==> src/rtl/pwm_drive_arbiter_pkg.sv <==
// Shared constants, source encodings and payload types for the motor PWM drive arbiter.
package pwm_drive_arbiter_pkg;

   localparam int unsigned WIDTH_W      = 8;
   localparam int unsigned SRC_W        = 2;
   localparam int unsigned TICKS_PER_MS = 255;
   localparam int unsigned FRAME_TICKS  = 5100;

   localparam logic [WIDTH_W-1:0] NEUTRAL_WIDTH = 8'd127;

   localparam logic [SRC_W-1:0] SRC_NEUTRAL = 2'd0;
   localparam logic [SRC_W-1:0] SRC_HOST    = 2'd1;
   localparam logic [SRC_W-1:0] SRC_RC      = 2'd2;

   // State encoding doubles as the source output code.
   typedef enum logic [SRC_W-1:0] {
      S_NEUTRAL = SRC_NEUTRAL,
      S_HOST    = SRC_HOST,
      S_RC      = SRC_RC
   } drive_state_t;

   typedef struct packed {
      logic [WIDTH_W-1:0] left;
      logic [WIDTH_W-1:0] right;
   } width_pair_t;

endpackage

==> src/rtl/pwm_drive_arbiter_slew_limiter.sv <==
// One PWM channel: registered width that steps toward its target by at most `step` per apply.
module pwm_drive_arbiter_slew_limiter
   import pwm_drive_arbiter_pkg::*;
(
   input  logic               clk_255kHz,
   input  logic               reset,
   input  logic [WIDTH_W-1:0] target,
   input  logic [WIDTH_W-1:0] step,
   input  logic               apply,
   input  logic               force_neutral,
   output logic [WIDTH_W-1:0] width
);

   logic [WIDTH_W:0]   wid9;
   logic [WIDTH_W:0]   tgt9;
   logic [WIDTH_W:0]   step9;
   logic [WIDTH_W-1:0] width_next;

   // 9-bit compare keeps the step from wrapping past 0 or 255.
   always_comb begin
      wid9       = {1'b0, width};
      tgt9       = {1'b0, target};
      step9      = {1'b0, step};
      width_next = target;
      if (tgt9 > wid9) begin
         if ((tgt9 - wid9) > step9) width_next = WIDTH_W'(wid9 + step9);
      end else if ((wid9 - tgt9) > step9) begin
         width_next = WIDTH_W'(wid9 - step9);
      end
   end

   always_ff @(posedge clk_255kHz) begin
      if (reset || force_neutral) width <= NEUTRAL_WIDTH;
      else if (apply)             width <= width_next;
   end

endmodule

==> src/rtl/pwm_drive_arbiter.sv <==
// Chooses neutral / RC / host drive widths once per 20 ms frame, with host watchdog,
// RC confirmation and per-frame slew limiting; pause forces neutral immediately.
module pwm_drive_arbiter
   import pwm_drive_arbiter_pkg::*;
#(
   parameter int unsigned HOST_TIMEOUT_MS   = 250,
   parameter int unsigned SLEW_STEP         = 8,
   parameter int unsigned RC_CONFIRM_FRAMES = 3
) (
   input  logic               clk_255kHz,
   input  logic               reset,
   input  logic               pause,
   input  logic [WIDTH_W-1:0] host_left,
   input  logic [WIDTH_W-1:0] host_right,
   input  logic               host_update,
   input  logic               rc_valid,
   input  logic               rc_override,
   input  logic [WIDTH_W-1:0] rc_left,
   input  logic [WIDTH_W-1:0] rc_right,
   output logic [WIDTH_W-1:0] width_left,
   output logic [WIDTH_W-1:0] width_right,
   output logic [SRC_W-1:0]   source,
   output logic               frame_tick
);

   localparam int unsigned FRAME_W = $clog2(FRAME_TICKS);
   localparam int unsigned WD_W    = 17;
   localparam int unsigned CONF_W  = 4;

   localparam logic [FRAME_W-1:0] FRAME_LAST = FRAME_W'(FRAME_TICKS - 1);
   localparam logic [WD_W-1:0]    WD_RELOAD  = WD_W'(HOST_TIMEOUT_MS * TICKS_PER_MS);
   localparam logic [CONF_W-1:0]  CONF_MAX   = CONF_W'(RC_CONFIRM_FRAMES);

   logic [FRAME_W-1:0] frame_cnt;
   logic               boundary;
   logic [WD_W-1:0]    watchdog;
   logic               host_fresh;
   width_pair_t        host_tgt;
   logic [CONF_W-1:0]  conf_cnt;
   logic [CONF_W-1:0]  conf_next;
   logic               rc_ok;
   drive_state_t       state;
   drive_state_t       state_next;
   width_pair_t        tgt;
   logic               apply;

   assign boundary   = (frame_cnt == FRAME_LAST);
   assign host_fresh = (watchdog != '0);

   always_ff @(posedge clk_255kHz) begin
      if (reset) begin
         frame_cnt  <= '0;
         frame_tick <= 1'b0;
      end else begin
         frame_cnt  <= boundary ? '0 : frame_cnt + FRAME_W'(1);
         frame_tick <= boundary;
      end
   end

   // Host watchdog; a reload always beats the decrement.
   always_ff @(posedge clk_255kHz) begin
      if (reset) begin
         watchdog <= '0;
         host_tgt <= '{left: NEUTRAL_WIDTH, right: NEUTRAL_WIDTH};
      end else if (host_update) begin
         watchdog <= WD_RELOAD;
         host_tgt <= '{left: host_left, right: host_right};
      end else if (host_fresh) begin
         watchdog <= watchdog - WD_W'(1);
      end
   end

   always_comb begin
      conf_next = '0;
      if (rc_valid && rc_override)
         conf_next = (conf_cnt == CONF_MAX) ? conf_cnt : conf_cnt + CONF_W'(1);
   end

   assign rc_ok = (conf_next == CONF_MAX);

   always_ff @(posedge clk_255kHz) begin
      if (reset)         conf_cnt <= '0;
      else if (boundary) conf_cnt <= conf_next;
   end

   // Priority selection and the target that goes with the chosen state.
   always_comb begin
      state_next = S_NEUTRAL;
      if (rc_ok)           state_next = S_RC;
      else if (host_fresh) state_next = S_HOST;
      tgt = '{left: NEUTRAL_WIDTH, right: NEUTRAL_WIDTH};
      case (state_next)
         S_RC:    tgt = '{left: rc_left, right: rc_right};
         S_HOST:  tgt = host_tgt;
         default: ;
      endcase
   end

   always_ff @(posedge clk_255kHz) begin
      if (reset || pause) state <= S_NEUTRAL;
      else if (boundary)  state <= state_next;
   end

   assign source = state;
   assign apply  = boundary && !pause;

   pwm_drive_arbiter_slew_limiter u_slew_left (
      .clk_255kHz   (clk_255kHz),
      .reset        (reset),
      .target       (tgt.left),
      .step         (WIDTH_W'(SLEW_STEP)),
      .apply        (apply),
      .force_neutral(pause),
      .width        (width_left)
   );

   pwm_drive_arbiter_slew_limiter u_slew_right (
      .clk_255kHz   (clk_255kHz),
      .reset        (reset),
      .target       (tgt.right),
      .step         (WIDTH_W'(SLEW_STEP)),
      .apply        (apply),
      .force_neutral(pause),
      .width        (width_right)
   );

endmodule

==> config.mk <==
export PLATFORM = sky130hd
export DESIGN_NAME = pwm_drive_arbiter
export DESIGN_NICKNAME = d
export VERILOG_FILES = /design/src/rtl/pwm_drive_arbiter_pkg.sv /design/src/rtl/pwm_drive_arbiter_slew_limiter.sv /design/src/rtl/pwm_drive_arbiter.sv
export SDC_FILE = /design/constraint.sdc
export NUM_CORES = 1
export LEC_CHECK = 0
export BUFFER_PORTS_ARGS = -buffer_cell sky130_fd_sc_hd__buf_2
export CORE_AREA = 3 3 102 104
export DETAILED_ROUTE_END_ITERATION = 8
export DIE_AREA = 0 0 105 107
export GPL_ROUTABILITY_DRIVEN = 0
export PLACE_DENSITY = 0.84
export SLEW_MARGIN = 20
export SYNTH_ARGS = -nofsm -noshare
export SYNTH_HDL_FRONTEND = slang
export SYNTH_SLANG_ARGS = --single-unit
==> constraint.sdc <==
create_clock -name clk_255kHz -period 7.15 [get_ports clk_255kHz]
set_clock_uncertainty 0.15 [all_clocks]
set_input_delay 0 -clock clk_255kHz [delete_from_list [all_inputs] [get_ports clk_255kHz]]
set_output_delay 0 -clock clk_255kHz [all_outputs]
set_load 0.01 [all_outputs]
After elaboration in Yosys (flattened, before gate mapping)
Cells that the tools add are included. Widths: inputs -> output; s select.

Register bits after elaboration: 69. Input bits: 38. Output and inout bits: 19. Logic and storage cells: 53.

Add/subtract/negate cells: 11. $lt $le $gt $ge: 6. Equality and inequality tests: 5. Muxes and demuxes: 13. Reductions and logical operators: 8.

Operators by type and width (number): $mux 8 (6); $gt 9x4->1 const B (4); $sub 8x8->9 (4); $mux 16 (2); $pmux 16 s2 (1); $reduce_bool 17->1 (1); $sub 17x1->17 const B (1); $add 8x4->8 const B (2); $gt 8x8->1 (2); $sub 8x4->8 const B (2); $add 13x1->13 const B (1); $eq 13x13->1 const B (1); $eq 4x2->1 const B (2); $mux 4 (2); $add 4x1->4 const B (1); $reduce_or 2->1 (2); $eq 2x1->1 const B (1); $eq 2x2->1 const B (1); $logic_and 1x1->1 (2); $mux 2 (1); $reduce_bool 2->1 (1); $logic_not 1->1 (1); $logic_or 1x1->1 (1); $mux 1 (1).

Longest topological paths before layout
Gate-level depths: netlist of the first run.

Word-level depth: 11. Depth in mapped cells: 21. Depth with buffers taken out: 19.

Hierarchy
A second synthesis of the first run with hierarchy kept.

Cells, all modules: 844. Area, all modules: 6988.0 um^2.

Modules (own cells, without submodules): pwm_drive_arbiter (instances 1, cells an instance 318, area an instance 2781.4 um^2, sequential area each 1061.0 um^2); pwm_drive_arbiter_slew_limiter at u_slew_right (instances 1, cells an instance 262, area an instance 2109.5 um^2, sequential area each 160.2 um^2); pwm_drive_arbiter_slew_limiter at u_slew_left (instances 1, cells an instance 264, area an instance 2097.0 um^2, sequential area each 160.2 um^2).

Least setup slack after synthesis of the first run
No wires, ideal clock.

Path kind: register to register. Start point: register conf_cnt[0]. End point: register u_slew_left.width[3]. Setup time: 0.120 ns. Arrival time: 4.192 ns. Required time: 6.880 ns. Slack: 2.689 ns. Stages on the path, launching flop included: 20. Buffers on the path: 2. Period minus slack after synthesis: 4.461 ns. Path through: dfxtp_1 ha_1 xor2_1 o22a_4 nor2_2 buf_4 clkbuf_1 nand2_1 nand2_1 ha_1 nor2b_1 o21ba_2 or3_1 a311oi_1 nor2_2 inv_1 nor2_1 a21oi_1 o21ai_0 a211o_1.

Longest elaborated chain between the ends: 11. Elaborated cells between the ends (all ways): 17. Those cells by class: 3 x add/sub; 3 x order compare; 4 x eq/ne; 7 x mux.

Ends and longest elaborated chain: start, declared (line pwm_drive_arbiter.sv:39) `logic [CONF_W-1:0] conf_cnt;`; start signal, assigned (line pwm_drive_arbiter.sv:83) `else if (boundary) conf_cnt <= conf_next;`; $add 4x1->4 or $eq 4x2->1 (tied branches) (line pwm_drive_arbiter.sv:76) `conf_next = (conf_cnt == CONF_MAX) ? conf_cnt : conf_cnt + CONF_W'(1);`; $mux 4 (*) (line pwm_drive_arbiter.sv:76); $mux 4 (*) (line pwm_drive_arbiter.sv:75) `if (rc_valid && rc_override)`; $eq 4x2->1 (*) (line pwm_drive_arbiter.sv:79) `assign rc_ok = (conf_next == CONF_MAX);`; $mux 2 (*) (line pwm_drive_arbiter.sv:89) `if (rc_ok) state_next = S_RC;`; $eq 2x1->1 or $eq 2x2->1 (tied branches) (line pwm_drive_arbiter.sv:92) `case (state_next)`; $pmux 16 s2 (*) (line pwm_drive_arbiter.sv:92); $sub 8x8->9, on equally long branches (line pwm_drive_arbiter_slew_limiter.sv:27, pwm_drive_arbiter_slew_limiter.sv:26); $gt 9x4->1, on equally long branches (line pwm_drive_arbiter_slew_limiter.sv:27, pwm_drive_arbiter_slew_limiter.sv:26); $mux 8, on equally long branches (line pwm_drive_arbiter_slew_limiter.sv:27, pwm_drive_arbiter_slew_limiter.sv:26); $mux 8 (*) (line pwm_drive_arbiter_slew_limiter.sv:25) `if (tgt9 > wid9) begin`; end signal, assigned (line pwm_drive_arbiter_slew_limiter.sv:34) `else if (apply) width <= width_next;`; end, declared (line pwm_drive_arbiter_slew_limiter.sv:11) `output logic [WIDTH_W-1:0] width`.

Mark *: on every way between the ends. The rest lies on a longest branch, timed or not. A chain may end at the register's enable or synchronous reset.

Worst setup path in the final report of the first run
Start point: register conf_cnt[0]. End point: register u_slew_left.width[0].

Same word-level chain as after synthesis.

==> results of run 1 <==
worst max-delay path by stage:
stage	start	endpoint	slack, ps	cells after the start
floorplan	conf_cnt[0]$_SDFFE_PP0P_	u_slew_left.width[3]$_SDFFE_PP1P_	2690	19
global route	conf_cnt[0]$_SDFFE_PP0P_	u_slew_left.width[0]$_SDFFE_PP1P_	960	19
finish	conf_cnt[0]$_SDFFE_PP0P_	u_slew_left.width[0]$_SDFFE_PP1P_	1200	19
detailed placement	conf_cnt[0]$_SDFFE_PP0P_	u_slew_left.width[3]$_SDFFE_PP1P_	1950	18
CTS	conf_cnt[0]$_SDFFE_PP0P_	u_slew_left.width[0]$_SDFFE_PP1P_	1470	19
global placement	conf_cnt[0]$_SDFFE_PP0P_	u_slew_left.width[3]$_SDFFE_PP1P_	2250	18
power breakdown:
group	total, mW	internal [mW]	switching, mW
Clock	0.373	0.202	0.171
Combinational	0.237	0.103	0.133
Sequential	0.413	0.399	0.0138
stage by stage:
stage | power (mW) | cell area, um^2
after floorplan | 0.590 | 5180
after global placement | 0.631 | 5510
after detailed placement | 0.641 | 5510
after CTS | 1.02 | 5990
after global routing | 1.07 | 5990
final | 1.02 | 5990
critical path, cell delays in order (launching register included):
cell and delay [ps]:
dfxtp_1 430, ha_1 250, nand2b_1 170, o22a_4 260
nor2_2 760, nor2_1 130, a21oi_1 340, inv_1 90
ha_1 380, nand2_1 130, o22ai_1 170, o211ai_1 140
a21boi_0 450, nor4_1 90, a211o_1 320, a211oi_4 410
a21oi_1 230, o21ai_0 190, o311ai_1 130, dlygate4sd3_1 600
cell usage in the layout (no fill, tap or decap), drive strengths merged, types with 9 or more instances in the layout:
cell / n
nor2: 81
nor3: 18
ha: 34
buf: 57
inv: 49
nand4: 9
dfxtp: 69
clkbuf: 9
a211oi: 9
xor2: 13
nand3: 16
o211ai: 13
mux2i: 9
a21oi: 45
nor2b: 24
dlygate4sd3: 25
a31oi: 11
nor4: 11
a211o: 16
o21ai: 46
xnor2: 20
nand2: 65
logic make-up (layout without fill, tap and decap cells):
kind of cell / Yosys count / after routing
compound gates: 190 / 190
flops: 69 / 69
buf+inv: 73 / 143
mux: 10 / 10
xor+xnor: 33 / 33
fa+ha+maj: 36 / 36
simple gates: 271 / 271
registers in the layout (all words and copies together), names as in the netlist:
| signal | flops |
|---|---|
| u_slew_left.width | 8 |
| host_tgt | 16 |
| source | 2 |
| watchdog | 17 |
| conf_cnt | 4 |
| u_slew_right.width | 8 |
| frame_tick | 1 |
| frame_cnt | 13 |
area by class of cell:
class                           instances  area [um^2]
Clock buffer                            9          124
Clock inverter                          7          103
Fill cell                             865         3650
Inverter                               45          169
Multi-Input combinational cell        540         3510
Sequential cell                        69         1380
Tap cell                              133          166
Timing Repair Buffer                   82          538
metal layers:
layer  track usage  vias up  routed length, um
li1              -     2578                  -
met1         0.312     2535               5840
met2         0.446      223               7010
met3        0.0524       44               1020
met4        0.0975        0                431
met5             0        -                  0
==> results.sh, run 1 <==
export IMPL_r2r_end="u_slew_left.width[0]$_SDFFE_PP1P_"
export IMPL_worstHoldEndpoint="conf_cnt[1]$_SDFFE_PP0P_"
export IMPL_ant_nets=0
export IMPL_grt_max_degree=34
export IMPL_viasPerCell=6.08
export IMPL_path_clk_slew_ps=80
export IMPL_root_buffer="clkbuf_8"
export IMPL_synth_xor_area_share=0.0557
export IMPL_yosys_area_share_simple=0.260
export IMPL_dp_hpwl_um=10600
export IMPL_die_y_um=107
export IMPL_finalHoldViolations=0
export IMPL_ir_drop_v=0.000124
export IMPL_whs_path_depth=5
export IMPL_grt_overflow_total=0
export IMPL_period_share=0.832
export IMPL_wirelength_um=14300
export IMPL_synth_seq_cells=69
export IMPL_stdcell_count=885
export IMPL_tns_ps=0
export IMPL_ctsResizeCount=0
export IMPL_wl_per_cell_um=16.2
export IMPL_area_delta_synth_final_pct=15.5
export IMPL_num_antenna_cells=0
export IMPL_clockBufferDepth=2
export IMPL_vias=5380
export IMPL_syn_area_per_cell_um2=7.60
export IMPL_drc=0
export IMPL_numCtsBuffers=9
export IMPL_dieArea_um2=11200
export IMPL_synth_adder_area_share=0.0898
export IMPL_synth_mux_area_frac=0.0195
export IMPL_synth_area_leaders="dfxtp_1 (27%), ha_1 (8.2%), nor2_1 (5.7%), nand2_1 (4.6%), a21oi_1 (4.3%)"
export IMPL_worstHoldPathType="input port to flop"
export IMPL_nNetsFinal=821
export IMPL_worstHoldStart="rc_valid"
export IMPL_cp_required_ps=7250
export IMPL_grt_use_total=0.256
export IMPL_max_slew_worst_pin_slew_ps=963
export IMPL_dr_pass1_iters=6
export IMPL_syn_nets=756
export IMPL_maxSlewViolCount=0
export IMPL_cp_end_kind="flop"
export IMPL_start_util=0.538
export IMPL_critPathKind="flop to flop"
export IMPL_synth_compound_area_frac=0.251
export IMPL_synth_top_cell_area_share=0.266
export IMPL_dp_cells=844
export IMPL_grt_pass1_vias=5145
export IMPL_async_flop_share=0
export IMPL_ys_warn_count=0
export IMPL_layout_drive_gt1_share=0.136
export IMPL_rrSetupSlack_ps=1200
export IMPL_rr_startpoint="conf_cnt[0]$_SDFFE_PP0P_"
export IMPL_p_leak_nw=2.58
export IMPL_io_buffer_count=56
export IMPL_synth_cells=682
export IMPL_antenna_found_initial=0
export IMPL_rsz0062_at_grt="false"
export IMPL_io_pins=57
export IMPL_crit_fanout=25
export IMPL_synthMostInstantiatedCell="nor2_1"
export IMPL_synthTopCellsByCount="nor2_1 (79), dfxtp_1 (69), nand2_1 (64), a21oi_1 (45), inv_1 (45)"
export IMPL_drt_iter0_drc=435
export IMPL_synth_edf_count=0
export IMPL_grt_pass1_wl_um=24000
export IMPL_yosysSeqAreaShare=0.266
export IMPL_fmax_mhz=168
export IMPL_fin_util=0.621
export IMPL_cts_tree="built"
export IMPL_final_setup_worst_slack_ps=1200
export IMPL_setup_viol_count_final=0
export IMPL_core_area_um2=9640
export IMPL_synth_top_family_by_area="simple AND/OR/NAND/NOR gates"
export IMPL_arrival_ps=6050
export IMPL_h_tree_depth=3
export IMPL_synth_largest_area_cell="dfxtp_1"
export IMPL_synth_ff_type="dfxtp_1"
export IMPL_timing_hold_ws_ps=23.0
export IMPL_synth_distinct_cells=76
export IMPL_critPathLaunchType="flop"
export IMPL_relSlewSlack=0.357
export IMPL_max_cap_viol_count=0
export IMPL_pre_cts_slack_ps=1950
export IMPL_clkLatencyLatePin_ps=360
export IMPL_ff2ff_path_depth=19
export IMPL_pwr_density_cell_nw_per_um2=171
export IMPL_synth_cell_area_um2=5180
export IMPL_rows=36
export IMPL_layout_min_cycle_time_ps=5950
export IMPL_cts_setup_buffers=0
export IMPL_clock_sinks=69
export IMPL_die_w_um=105
export IMPL_cts_hold_buf=25
export IMPL_status="completed"
Note: power is estimated with default switching activity, not from simulation.
==> run 2: changes to the inputs <==
--- a/config.mk
+++ b/config.mk
@@ -10,7 +10,7 @@
 export DETAILED_ROUTE_END_ITERATION = 8
 export DIE_AREA = 0 0 105 107
 export GPL_ROUTABILITY_DRIVEN = 0
-export PLACE_DENSITY = 0.84
+export PLACE_DENSITY = 0.87
 export SLEW_MARGIN = 20
 export SYNTH_ARGS = -nofsm -noshare
 export SYNTH_HDL_FRONTEND = slang
==> constraint.sdc (replaced) <==
create_clock -name clk_255kHz -period 4.95 [get_ports clk_255kHz]
set_clock_uncertainty 0.15 [all_clocks]
set_input_delay 0 -clock clk_255kHz [delete_from_list [all_inputs] [get_ports clk_255kHz]]
set_output_delay 0 -clock clk_255kHz [all_outputs]
set_load 0.01 [all_outputs]
==> run 2 against run 1 <==
Net effect: count of clock-buffer cells in the layout increased by 1; sequential power rose by 45%; largest power group unchanged; final cell count is 0.79% higher; core utilization up 0.51 points; largest cell class unchanged; clock power grew 28%; via count shrank 0.20%; first-iteration DRC count grew 22%; setup slack lost 870 ps; highest routed layer unchanged.
==> results.sh, run 2 (synthesis gave the netlist of run 1 again) <==
export IMPL_status="completed"
export IMPL_stdcell_count=892
export IMPL_arrival_ps=4720
export IMPL_pwr_share_comb=0.245
export IMPL_dieArea_um2=11200
export IMPL_max_slew_worst_pin_slew_ps=669
export IMPL_tns_ps=0
export IMPL_crit_fanout=14
export IMPL_start_util=0.538
export IMPL_p_leak_nw=2.60
export IMPL_grt_overflow_total=0
export IMPL_core_area_um2=9640
export IMPL_ir_drop_v=0.000183
export IMPL_die_y_um=107
export IMPL_final_common_cell="nor2_1"
export IMPL_internal_power_mw=0.966
export IMPL_drc=0
export IMPL_drt_iter0_drc=530
export IMPL_rr_startpoint="conf_cnt[0]$_SDFFE_PP0P_"
export IMPL_clock_sinks=69
export IMPL_nNetsFinal=828
export IMPL_dp_hpwl_um=10600
export IMPL_relSlewSlack=0.552
export IMPL_pwr_density_cell_nw_per_um2=235
export IMPL_power_total_mw=1.42
export IMPL_timing_hold_ws_ps=10.9
export IMPL_io_buffer_count=56
export IMPL_multiInputGateArea_um2=3520
export IMPL_ff2ff_path_depth=18
export IMPL_worstHoldEndpoint="u_slew_right.width[2]$_SDFFE_PP1P_"
export IMPL_design_area_um2=6040
export IMPL_io_pins=57
export IMPL_placed_cell_area_um2=5540
export IMPL_max_cap_viol_count=0
export IMPL_layout_drive_gt1_share=0.142
export IMPL_period_share=0.932
export IMPL_ant_nets=0
export IMPL_fillers=849
export IMPL_grt_pass1_wl_um=23600
export IMPL_maxSlewViolCount=0
export IMPL_dp_cells=848
export IMPL_registers_top_by_ff_count="watchdog"
export IMPL_worstHoldPathType="input port to flop"
export IMPL_fin_util=0.626
export IMPL_num_antenna_cells=0
export IMPL_area_delta_synth_final_pct=16.4
export IMPL_wirelength_um=14300
export IMPL_die_w_um=105
export IMPL_layout_min_cycle_time_ps=4620
export IMPL_seq_power_share=0.420
export IMPL_whs_path_depth=5
export IMPL_swShare=0.320
export IMPL_wl_per_cell_um=16.1
export IMPL_setup_viol_count_final=0
export IMPL_cp_required_ps=5060
export IMPL_cts_setup_buffers=0
export IMPL_numCtsBuffers=9
export IMPL_h_tree_depth=3
export IMPL_largest_reg_flops=17
export IMPL_cts_tree="built"
export IMPL_critPathLaunchType="flop"
export IMPL_p_sw_mw=0.455
export IMPL_r2r_end="u_slew_left.width[2]$_SDFFE_PP1P_"
export IMPL_viasPerCell=6.02
export IMPL_cp_end_kind="flop"
export IMPL_pre_cts_slack_ps=248
export IMPL_top_regs="watchdog (17), host_tgt (16), frame_cnt (13)"
export IMPL_worstHoldStart="rc_right[2]"
export IMPL_final_setup_worst_slack_ps=335
export IMPL_rows=36
export IMPL_root_buffer="clkbuf_8"
export IMPL_clockBufferDepth=2
export IMPL_rrSetupSlack_ps=330
export IMPL_grt_max_degree=34
export IMPL_grt_use_total=0.253
export IMPL_critPathKind="flop to flop"
export IMPL_clkLatencyLatePin_ps=360
export IMPL_rsz0062_at_grt="false"
export IMPL_grt_pass1_vias=5069
export IMPL_layout_common_cells="nor2_1 (78), dfxtp_1 (69), nand2_1 (63)"
export IMPL_finalHoldViolations=0
export IMPL_antenna_found_initial=0
export IMPL_power_frac_clock=0.335
export IMPL_path_clk_slew_ps=90
export IMPL_sequential_cell_area_um2=1380
export IMPL_fmax_mhz=217
export IMPL_vias=5369
export IMPL_dr_pass1_iters=6
==> run 2: per-layer routing <==
layer | track usage | routed length [um]
met1 | 0.309 | 5910
met3 | 0.0506 | 1080
met5 | 0 | 0
met4 | 0.0853 | 319
met2 | 0.446 | 7020
==> run 2: what timing repair did <==
action,CTS,global route
hold buffers,28,0
gates resized for setup,0,7
endpoints found under the hold margin,32,0
setup endpoints to repair,0,12
==> run 2: power by group through the flow <==
stage          sequential [mW]  clock (mW)  combinational, mW
2_1_floorplan            0.603           0              0.249
3_3_place_gp             0.608           0              0.305
3_5_place_dp             0.609           0              0.319
4_1_cts                  0.596       0.478              0.339
5_1_grt                  0.600       0.503              0.380
6_report                 0.597       0.476              0.348
==> run 2: how the worst max path moves through the flow <==
stage / startpoint / endpoint / depth (start not counted)
6_report: conf_cnt[0]$_SDFFE_PP0P_ / u_slew_left.width[2]$_SDFFE_PP1P_ / 18
2_1_floorplan: conf_cnt[0]$_SDFFE_PP0P_ / u_slew_left.width[3]$_SDFFE_PP1P_ / 19
4_1_cts: conf_cnt[0]$_SDFFE_PP0P_ / u_slew_left.width[3]$_SDFFE_PP1P_ / 18
5_1_grt: conf_cnt[0]$_SDFFE_PP0P_ / u_slew_right.width[1]$_SDFFE_PP1P_ / 17
3_3_place_gp: conf_cnt[0]$_SDFFE_PP0P_ / u_slew_left.width[3]$_SDFFE_PP1P_ / 18
3_5_place_dp: conf_cnt[0]$_SDFFE_PP0P_ / u_slew_left.width[3]$_SDFFE_PP1P_ / 18
==> run 2: layout make-up <==
class | instances | area share
clock inverter | 6 | 0.0120
timing repair buffer | 89 | 0.0991
tap | 133 | 0.0276
clock buffer | 10 | 0.0211
sequential | 69 | 0.229
inverter | 45 | 0.0280
multi-input combinational | 540 | 0.583
==> run 2: critical path, cell delays in order (launching register included) <==
cell	delay, ps
dfxtp_1	430
ha_1	250
xor2_1	240
o22a_4	220
nor2_4	80
buf_4	190
a21oi_1	230
inv_1	70
ha_1	380
nand2_1	130
o22ai_1	180
o211ai_1	150
a21boi_1	330
nor4_1	120
a211o_1	330
a211oi_4	420
a21o_4	210
a21oi_1	70
a311o_1	340
